**config.mk**
```make
export PLATFORM = sky130hd
export DESIGN_NAME = reg_status_ckpt
export DESIGN_NICKNAME = d
export VERILOG_FILES = /design/src/rtl/reg_status_ckpt_pkg.sv /design/src/rtl/reg_status_ckpt_ckpt_bank.sv /design/src/rtl/reg_status_ckpt.sv
export SDC_FILE = /design/constraint.sdc
export NUM_CORES = 2
export LEC_CHECK = 0
export BUFFER_PORTS_ARGS = -buffer_cell sky130_fd_sc_hd__buf_2
export CAP_MARGIN = 20
export CORE_MARGIN = 4
export CORE_UTILIZATION = 45
export CTS_BUF_LIST = sky130_fd_sc_hd__clkbuf_16
export DETAILED_ROUTE_END_ITERATION = 12
export GPL_TIMING_DRIVEN = 0
export PLACE_DENSITY = 0.6
export SETUP_SLACK_MARGIN = 0.3
export SYNTH_ARGS = -nofsm -noshare
export SYNTH_HDL_FRONTEND = slang
export SYNTH_HIERARCHICAL = 1
export SYNTH_SLANG_ARGS = --single-unit
```
**constraint.sdc**
```tcl
create_clock -name clk_in -period 10.5 [get_ports clk_in]
set_clock_uncertainty 0.1 [all_clocks]
set_input_delay 0.525 -clock clk_in [delete_from_list [all_inputs] [get_ports clk_in]]
set_output_delay 0.525 -clock clk_in [all_outputs]
set_load 0.02 [all_outputs]
```
**src/rtl/reg_status_ckpt_pkg.sv**
```systemverilog
// Shared sizes, rename-snapshot payload and the commit-clear helper used by the
// live rename table and by every checkpoint slot.
package reg_status_ckpt_pkg;

  localparam int unsigned DEF_XLEN    = 32;
  localparam int unsigned DEF_NREG    = 32;
  localparam int unsigned DEF_ROB_BIT = 3;
  localparam int unsigned DEF_RB      = $clog2(DEF_NREG);

  typedef logic [DEF_ROB_BIT-1:0] rob_id_t;
  typedef logic [DEF_RB-1:0]      reg_id_t;

  typedef struct packed {
    logic [DEF_NREG-1:0]    dirty;
    rob_id_t [DEF_NREG-1:0] map;
  } snap_t;

  // A commit only cleans a register whose mapping still names the committing entry.
  function automatic snap_t commit_clear(input snap_t s, input logic en,
                                         input reg_id_t rd, input rob_id_t rob);
    snap_t r;
    r = s;
    if (en && (s.map[rd] == rob)) r.dirty[rd] = 1'b0;
    return r;
  endfunction

endpackage

```
**src/rtl/reg_status_ckpt_ckpt_bank.sv**
```systemverilog
// Circular bank of rename snapshots taken at branches; tracks head/tail/count
// and keeps every live snapshot coherent with commits.
module ckpt_bank
  import reg_status_ckpt_pkg::*;
#(
  parameter int unsigned NCKPT = 4
) (
  input  logic                      clk_in,
  input  logic                      rst_in,
  input  logic                      rdy_in,
  input  logic                      flush,
  input  logic                      cm_en,
  input  reg_id_t                   commit_rd,
  input  rob_id_t                   commit_rob,
  input  logic                      save,
  input  snap_t                     save_snap,
  input  logic                      rel,
  input  logic                      restore,
  input  logic [$clog2(NCKPT)-1:0]  restore_id,
  output logic [$clog2(NCKPT)-1:0]  save_id,
  output logic                      full,
  output snap_t                     rest_snap
);

  localparam int unsigned CB = $clog2(NCKPT);

  snap_t            slot_q [NCKPT];
  logic [NCKPT-1:0] valid_q, valid_d;
  logic [CB-1:0]    head_q, head_d, tail_q, tail_d, rel_head;
  logic [CB:0]      count_q, count_d;
  logic             full_q, full_d;
  logic             do_save, do_rel;

  assign save_id   = tail_q;
  assign full      = full_q;
  assign rest_snap = slot_q[restore_id];

  // Pointer/valid next state; a restore sees the same-cycle release first.
  always_comb begin : next_state
    valid_d  = valid_q;
    head_d   = head_q;
    tail_d   = tail_q;
    count_d  = count_q;
    do_save  = save && !full_q && !flush && !restore;
    do_rel   = rel && (count_q != '0) && !flush;
    rel_head = do_rel ? head_q + CB'(1) : head_q;
    if (flush) begin
      valid_d = '0;
      head_d  = '0;
      tail_d  = '0;
      count_d = '0;
    end else if (restore) begin
      if (do_rel) valid_d[head_q] = 1'b0;
      for (int unsigned k = 0; k < NCKPT; k++) begin
        if ((CB'(k) - rel_head) >= (restore_id - rel_head)) valid_d[k] = 1'b0;
      end
      head_d  = rel_head;
      tail_d  = restore_id;
      count_d = {1'b0, CB'(restore_id - rel_head)};
    end else begin
      if (do_rel) begin
        valid_d[head_q] = 1'b0;
        head_d          = rel_head;
      end
      if (do_save) begin
        valid_d[tail_q] = 1'b1;
        tail_d          = tail_q + CB'(1);
      end
      count_d = count_q + (CB+1)'(do_save) - (CB+1)'(do_rel);
    end
    full_d = (count_d == (CB+1)'(NCKPT));
  end

  always_ff @(posedge clk_in) begin
    if (!rst_in) begin
      for (int unsigned k = 0; k < NCKPT; k++) slot_q[k] <= '0;
      valid_q <= '0;
      head_q  <= '0;
      tail_q  <= '0;
      count_q <= '0;
      full_q  <= 1'b0;
    end else if (rdy_in) begin
      valid_q <= valid_d;
      head_q  <= head_d;
      tail_q  <= tail_d;
      count_q <= count_d;
      full_q  <= full_d;
      for (int unsigned k = 0; k < NCKPT; k++)
        slot_q[k] <= commit_clear(slot_q[k], cm_en && valid_q[k], commit_rd, commit_rob);
      if (do_save) slot_q[tail_q] <= save_snap;
    end
  end

  // Illegal checkpoint sequencing from the branch unit.
  always_ff @(posedge clk_in) begin
    if (rst_in && rdy_in && !flush) begin
      assert (!(save && full_q && !restore)) else $error("ckpt_bank: save while full ignored");
      assert (!(rel && (count_q == '0))) else $error("ckpt_bank: release while empty");
      assert (!(restore && rel && (restore_id == head_q)))
        else $error("ckpt_bank: restore of the slot being released");
    end
  end

endmodule

```
**src/rtl/reg_status_ckpt.sv**
```systemverilog
// Architectural register file plus rename-status table with branch checkpoints;
// combinational operand read ports with commit and ROB bypass.
module reg_status_ckpt
  import reg_status_ckpt_pkg::*;
#(
  parameter int unsigned XLEN    = DEF_XLEN,
  parameter int unsigned NREG    = DEF_NREG,     // snapshot type is sized by the package
  parameter int unsigned ROB_BIT = DEF_ROB_BIT,  // snapshot type is sized by the package
  parameter int unsigned NREAD   = 2,
  parameter int unsigned NCKPT   = 4
) (
  input  logic                          clk_in,
  input  logic                          rst_in,
  input  logic                          rdy_in,
  input  logic [NREAD*$clog2(NREG)-1:0] rd_id,
  output logic [NREAD*XLEN-1:0]         rd_val,
  output logic [NREAD-1:0]              rd_has_dep,
  output logic [NREAD*ROB_BIT-1:0]      rd_dep,
  output logic [NREAD*ROB_BIT-1:0]      rob_qry_entry,
  input  logic [NREAD-1:0]              rob_qry_ready,
  input  logic [NREAD*XLEN-1:0]         rob_qry_val,
  input  logic                          commit_valid,
  input  logic [$clog2(NREG)-1:0]       commit_rd,
  input  logic [XLEN-1:0]               commit_data,
  input  logic [ROB_BIT-1:0]            commit_rob,
  input  logic                          issue_valid,
  input  logic [$clog2(NREG)-1:0]       issue_rd,
  input  logic [ROB_BIT-1:0]            issue_rob,
  input  logic                          ckpt_save,
  output logic [$clog2(NCKPT)-1:0]      ckpt_save_id,
  output logic                          ckpt_full,
  input  logic                          ckpt_release,
  input  logic                          ckpt_restore,
  input  logic [$clog2(NCKPT)-1:0]      ckpt_restore_id,
  input  logic                          flush
);

  localparam int unsigned RB = $clog2(NREG);

  logic [XLEN-1:0] regs [NREG];
  snap_t           live_q, live_d, live_norm, rest_snap;
  logic            cm_en, is_en;
  logic [RB-1:0]   id;
  rob_id_t         ent;

  assign cm_en = commit_valid && (commit_rd != '0);
  assign is_en = issue_valid && (issue_rd != '0);

  ckpt_bank #(.NCKPT(NCKPT)) u_bank (
    .clk_in     (clk_in),
    .rst_in     (rst_in),
    .rdy_in     (rdy_in),
    .flush      (flush),
    .cm_en      (cm_en),
    .commit_rd  (commit_rd),
    .commit_rob (commit_rob),
    .save       (ckpt_save),
    .save_snap  (live_norm),
    .rel        (ckpt_release),
    .restore    (ckpt_restore),
    .restore_id (ckpt_restore_id),
    .save_id    (ckpt_save_id),
    .full       (ckpt_full),
    .rest_snap  (rest_snap)
  );

  // Issue overrides a same-register commit; live_norm is also what a save captures.
  always_comb begin : live_next
    live_norm = commit_clear(live_q, cm_en, commit_rd, commit_rob);
    if (is_en) begin
      live_norm.dirty[issue_rd] = 1'b1;
      live_norm.map[issue_rd]   = issue_rob;
    end
    live_d = live_norm;
    if (flush)             live_d = '0;
    else if (ckpt_restore) live_d = commit_clear(rest_snap, cm_en, commit_rd, commit_rob);
  end

  always_ff @(posedge clk_in) begin
    if (!rst_in) begin
      live_q <= '0;
      for (int unsigned k = 0; k < NREG; k++) regs[k] <= '0;
    end else if (rdy_in) begin
      live_q <= live_d;
      if (cm_en) regs[commit_rd] <= commit_data;
    end
  end

  // Operand read: x0, clean value, commit bypass, ROB bypass, else dependency.
  always_comb begin : read_ports
    rd_val        = '0;
    rd_has_dep    = '0;
    rd_dep        = '0;
    rob_qry_entry = '0;
    id            = '0;
    ent           = '0;
    for (int unsigned i = 0; i < NREAD; i++) begin
      id  = rd_id[i*RB +: RB];
      ent = live_q.map[id];
      rob_qry_entry[i*ROB_BIT +: ROB_BIT] = ent;
      if (id != '0) begin
        if (!live_q.dirty[id])
          rd_val[i*XLEN +: XLEN] = regs[id];
        else if (cm_en && (commit_rd == id) && (commit_rob == ent))
          rd_val[i*XLEN +: XLEN] = commit_data;
        else if (rob_qry_ready[i])
          rd_val[i*XLEN +: XLEN] = rob_qry_val[i*XLEN +: XLEN];
        else begin
          rd_has_dep[i]                = 1'b1;
          rd_dep[i*ROB_BIT +: ROB_BIT] = ent;
        end
      end
    end
  end

endmodule

```
[Word-level counts from Yosys, hierarchy flattened]
Memories as Yosys holds them, arrays and structs flattened.
Index checks and enable logic that the tools add are counted.
Storage, ports and cells
  bits in registers: 140
  bits in writable memories: 1536
  input port bits: 135
  output and inout bits: 81
  logic and storage cells: 237
  memories: 2
Memories
  regs: words 32, width 32, rd ports 2, clocked after Yosys merged registers in 0, wr ports 32, line reg_status_ckpt.sv:40  | logic [XLEN-1:0] regs [NREG];
  u_bank.slot_q: words 4, width 128, rd ports 5, clocked after Yosys merged registers in 0, wr ports 5, line reg_status_ckpt_ckpt_bank.sv:27  | snap_t slot_q [NCKPT];
Cells by class
  add/subtract/negate cells: 9
  magnitude comparators: 14
  eq/ne operators: 11
  mux-type cells: 110
  bitwise gates (word level): 15
  reductions and logical operators: 38
Operator list (number)
  $mux W128: 7
  $mux W32: 23
  $and A32 B32 Y32: 6
  $bmux W3 S5: 8
  $bwmux W96: 1
  $mux W3: 19
  $not A32 Y32: 1
  $or A32 B32 Y32: 1
  $reduce_or A32 Y1: 1
  $mux W1: 31
  $logic_and A1 B1 Y1: 25
  $eq A3 B3 Y1: 8
  $lt A5 B6 Y1 const B: 4
  $mux W4: 6
  $reduce_bool A5 Y1: 4
  $demux W3 S5: 1
  $mux W2: 7
  $bmux W1 S5: 2
  $demux W1 S5: 2
  $eq A5 B5 Y1: 2
  $ge A5 B1 Y1 const B: 2
  $reduce_bool A3 Y1: 3
  $ge A2 B2 Y1: 4
  $lt A2 B3 Y1 const B: 2
  other kinds (16): 27

[Longest topological paths before layout]
  depth after elaboration: 13
  gate-level depth with buffers: 15

[Cells and area by module]
The synthesis kept the hierarchy.
Modules (own cells, without submodules)
  reg_status_ckpt: instances 1, cells each 5109, area an instance 67838.8 sq um, seq. area each 33311.9 sq um
  ckpt_bank: instances 1, cells each 2003, area an instance 27331.2 sq um, seq. area each 15615.0 sq um

[Worst setup path after synthesis]
Ideal clock, no wire load.
  kind: in2reg
  start: input ckpt_save
  end: memory u_bank/slot_q[2][100] (netlist bit) (enable)
  library setup time: 392 ps
  arrival: 9295 ps
  required time: 10008 ps
  setup slack: 714 ps
  stages: 6
  buffers on the path: 1
  path through: nor2b_1 > nor3b_1 > clkbuf_1 > nand2_1 > o21ai_0 > a31o_1
RTL lines
  start, declared: line reg_status_ckpt.sv:29  | input logic ckpt_save,
  end, declared: line reg_status_ckpt_ckpt_bank.sv:27

[Worst setup path after layout]
  start: input rd_id[8]
  end: output rd_val[57]
On the way
  longest elaborated chain between the ends: 7
  elaborated cells between the ends (all ways): 13
  classes of those cells: eq/ne: 2; mux: 7; reduce/logical: 3; memory: 1
RTL lines
  start, declared: line reg_status_ckpt.sv:15  | input logic [NREAD*$clog2(NREG)-1:0] rd_id,
  $bmux W3 S5: line reg_status_ckpt.sv:99  | ent = live_q.map[id];
  $mux W3 (implied by the code): line reg_status_ckpt.sv:99
  $eq A3 B3 Y1: line reg_status_ckpt.sv:104  | else if (cm_en && (commit_rd == id) && (commit_rob == ent))
  $logic_and A1 B1 Y1: line reg_status_ckpt.sv:104
  $mux W32: line reg_status_ckpt.sv:104
  $mux W32: line reg_status_ckpt.sv:102  | if (!live_q.dirty[id])
  $mux W32 *: line reg_status_ckpt.sv:101  | if (id != '0) begin
  end, declared: line reg_status_ckpt.sv:16  | output logic [NREAD*XLEN-1:0] rd_val,
Every way passes the cells marked *; elsewhere a longest branch is shown, timed or not. The select of a mux whose other input is x is not followed.

==> impl_metrics.yaml <==
outcome:
  status: "finished with violations"
  violations: "design-rule violations"
clock_network:
  h-tree-depth: 4
  numCtsBuffers: 191
  clock_path_buffers: 3
  clkLatencyLatePin_ps: 880
  cts_sinks: 1676
  postCtsSetupRepairBufs: 0
  root_buffer: "clkbuf_16"
  cts_tree: "built"
  clk_pin_slew_ps: 60
grt:
  met2_usage_pct: 64.8
  met1_usage_pct: 49.6
  track_usage_pct: 43.0
  grt_busiest_layer: "met2"
  first_global_vias: 72100
  antenna_found_initial: 34
  grt_use_met3_pct: 12.2
  grt_pass1_wl_mm: 632
  grt_max_degree: 52
  grt-ovfl-total: 0
critical_path:
  path_class: "in2out"
  slowest_delay_ps: 1110
  worst-r2r-setup-slack_ps: 5730
  cp-end-kind: "output pin"
  critPathLaunchType: "input port"
  crit_top_cell: "buf_2"
  required_ps: 9880
  cp_max_fo: 10
  crit_chain: "buf_2 > clkbuf_1 > nor2b_1 > buf_1 > a32o_1 > nor3b_1 > a41oi_1 > xor2_1 > nor4_2 > buf_2 > buf_4 > nand2_1 > a31oi_2 > buf_8 > buf_2"
  path_buf_inv: 7
  arrival_ps: 6740
  cp_slowest_cell: "nor4_2"
  critPathTopFamily: "buffers and inverters"
power:
  power.leakage_nw: 39.3
  power_frac_seq_pct: 45.5
  power_w: 0.0171
  p_comb_share_pct: 16.2
  swShare_pct: 29.1
  clock_power_share_pct: 38.3
  p_switching_w: 0.00499
  power_density_mw_per_mm2: 158
  ir_drop_v: 0.000195
  intPower_w: 0.0122
timing:
  maxSlewHeadroom_pct: 5.11
  fin_crit_sh_pct: 70.2
  fmax_ghz: 0.136
  drv_slew: 0
  rsz0062_at_grt: "no"
  setup_viol: 0
  hold_viol_final: 0
  worst_pin_slew_ps: 1420
  period_minus_slack_ps: 7370
floorplanning:
  io_pins: 216
  die-area_mm2: 0.219
  die_w_um: 468
  initial_core_util_pct: 45.3
  core_area_mm2: 0.210
  rows: 168
  die-height_um: 468
run:
  drv_cap: 0
place:
  place_hpwl_mm: 361
  gp_congestion: 1.04
  dp.cells: 10300
  port-buffer-count: 206
finish:
  synthToLayoutAreaGrowth_pct: 13.9
  fillers: 18100
  instances_no_fill: 10700
  layout_common_cells: "edfxtp_1 (1,536), and2_1 (1,206), mux4_2 (718), mux2i_1 (541), clkbuf_1 (493)"
  postLayoutCoreUtil_pct: 51.6
  layout_commonest_cell: "edfxtp_1"
  drive_above_1_share_pct: 21.2
  nets: 7828
logic_synthesis:
  syn_avg_cell_area_um2: 13.4
  synth_edf_count: 1536
  yosysSeqAreaShare_pct: 51.4
  ys_types: 85
  synth_cells: 7112
  synth_warnings: 6
  synth_top_area_cell: "edfxtp_1"
  netlist.area_leader.share_pct: 48.5
  synth_area_leaders: "edfxtp_1 (48%), mux4_2 (17%), and2_1 (7.9%)"
  synthFlopType: "edfxtp_1"
  netlist_area_mm2: 0.0952
  synthArstFlopShare_pct: 0
  ys_ff_latch: 1676
min_path:
  min_path_type: "in2reg"
drt:
  remaining_drc_errors: 1
  wl_mm: 479
  ant_nets: 0
  route.vias.total: 74600
  drtPass1Iterations: 8
  dr.first_iter.drc_count: 12100
  vias_per_cell: 6.99
  drt-wirelength-per-cell_um: 45.0
-- cell type report --
cell class / instances / area, µm² / area share [%]
clock inverters: 157 / 1100 / 1.02
diodes: 18 / 45.0 / 0.0416
clock buffers: 194 / 4850 / 4.48
repair buffers: 341 / 3260 / 3.01
multi-input cells: 4692 / 43400 / 40.0
inverters: 44 / 165 / 0.152
flip-flops and latches: 1676 / 48900 / 45.1
well taps: 2805 / 3510 / 3.24
plain buffers: 731 / 3150 / 2.90
-- registers in the layout (all words and copies together), names as in the netlist --
| name | cells |
|---|---|
| live_q | 128 |
| regs | 1024 |
| u_bank/count_q | 3 |
| u_bank/full | 1 |
| u_bank/head_q | 2 |
| u_bank/save_id | 2 |
| u_bank/slot_q | 512 |
| u_bank/valid_q | 4 |
-- power groups by stage --
stage               clock network, W  registers, W  logic [W]
floorplan                          0       0.00787    0.00136
global placement                   0       0.00795    0.00254
detailed placement                 0       0.00792    0.00263
CTS                          0.00656       0.00779    0.00264
global route                 0.00684       0.00782    0.00276
finish                       0.00657       0.00780    0.00278
-- layer usage --
metal	up-vias	share of wire (%)
li1	28700	-
met1	37900	33
met2	6129	44
met3	1796	11
met4	24	12
met5	-	0.074
-- cell families after synthesis --
| logic type | after synthesis | share of synthesized area [%] |
|---|---|---|
| AO/OA/AOI/OAI | 895 | 6.56 |
| AND/OR/NAND/NOR | 2361 | 14.1 |
| multiplexers | 1359 | 24.0 |
| adder cells (fa/ha/maj) | 16 | 0.218 |
| XOR/XNOR | 29 | 0.267 |
| flip-flops | 1676 | 51.4 |
| other | 1 | 0.00394 |
| buffers and inverters | 775 | 3.44 |
-- what timing repair did --
action,4_1_cts,5_1_grt
endpoints found under the hold margin,4,0
resized for setup,0,0
hold buffers,3,0
-- stage by stage --
step | setup slack [ps] | TNS, ps | hold slack (ps) | area (µm²)
floorplan | 714 | 0 | 348 | 95300
global placement | -7020 | -1441690 | 368 | 99800
detailed placement | 3420 | 0 | 372 | 102000
CTS | 3410 | 0 | 6.72 | 108000
global route | 3470 | 0 | 23.7 | 108000
finish | 3130 | 0 | 32.8 | 108000
-- final timing paths --
check | endpoint | start | cells after the start
worst max-delay path | rd_val[57] | rd_id[8] | 15
worst min-delay path | regs[4][23] | commit_data[23] | 2
worst max register to register | u_bank/slot_q[1][124] | u_bank/slot_q[1][15] | 7
worst min register to register | u_bank/count_q[2] | u_bank/count_q[2] | 2
-- cell usage after synthesis, types with 11 or more instances --
master,instances
nand4bb_1,11
inv_1,43
buf_4,36
mux4_2,718
nand3_1,99
xor2_1,14
o2111a_1,32
a31oi_1,49
a21oi_1,222
buf_2,89
o31ai_1,25
buf_1,86
nor4_1,36
a221o_1,15
or2_2,15
a22o_1,18
edfxtp_1,1536
o211ai_1,32
mux2_2,91
nand3b_1,33
a211o_1,37
nand2b_1,38
o22ai_1,158
nor3_1,57
o21ai_0,78
clkbuf_1,505
nand2_1,316
xnor2_1,15
nor2_1,260
a32o_1,65
and3_1,208
a221oi_1,42
mux2i_1,541
and2_1,1206
dfxtp_1,140
a21o_1,17
buf_6,14
nor2b_1,15
ha_1,15
a22oi_1,35
Power figures use the tool's default switching activity.
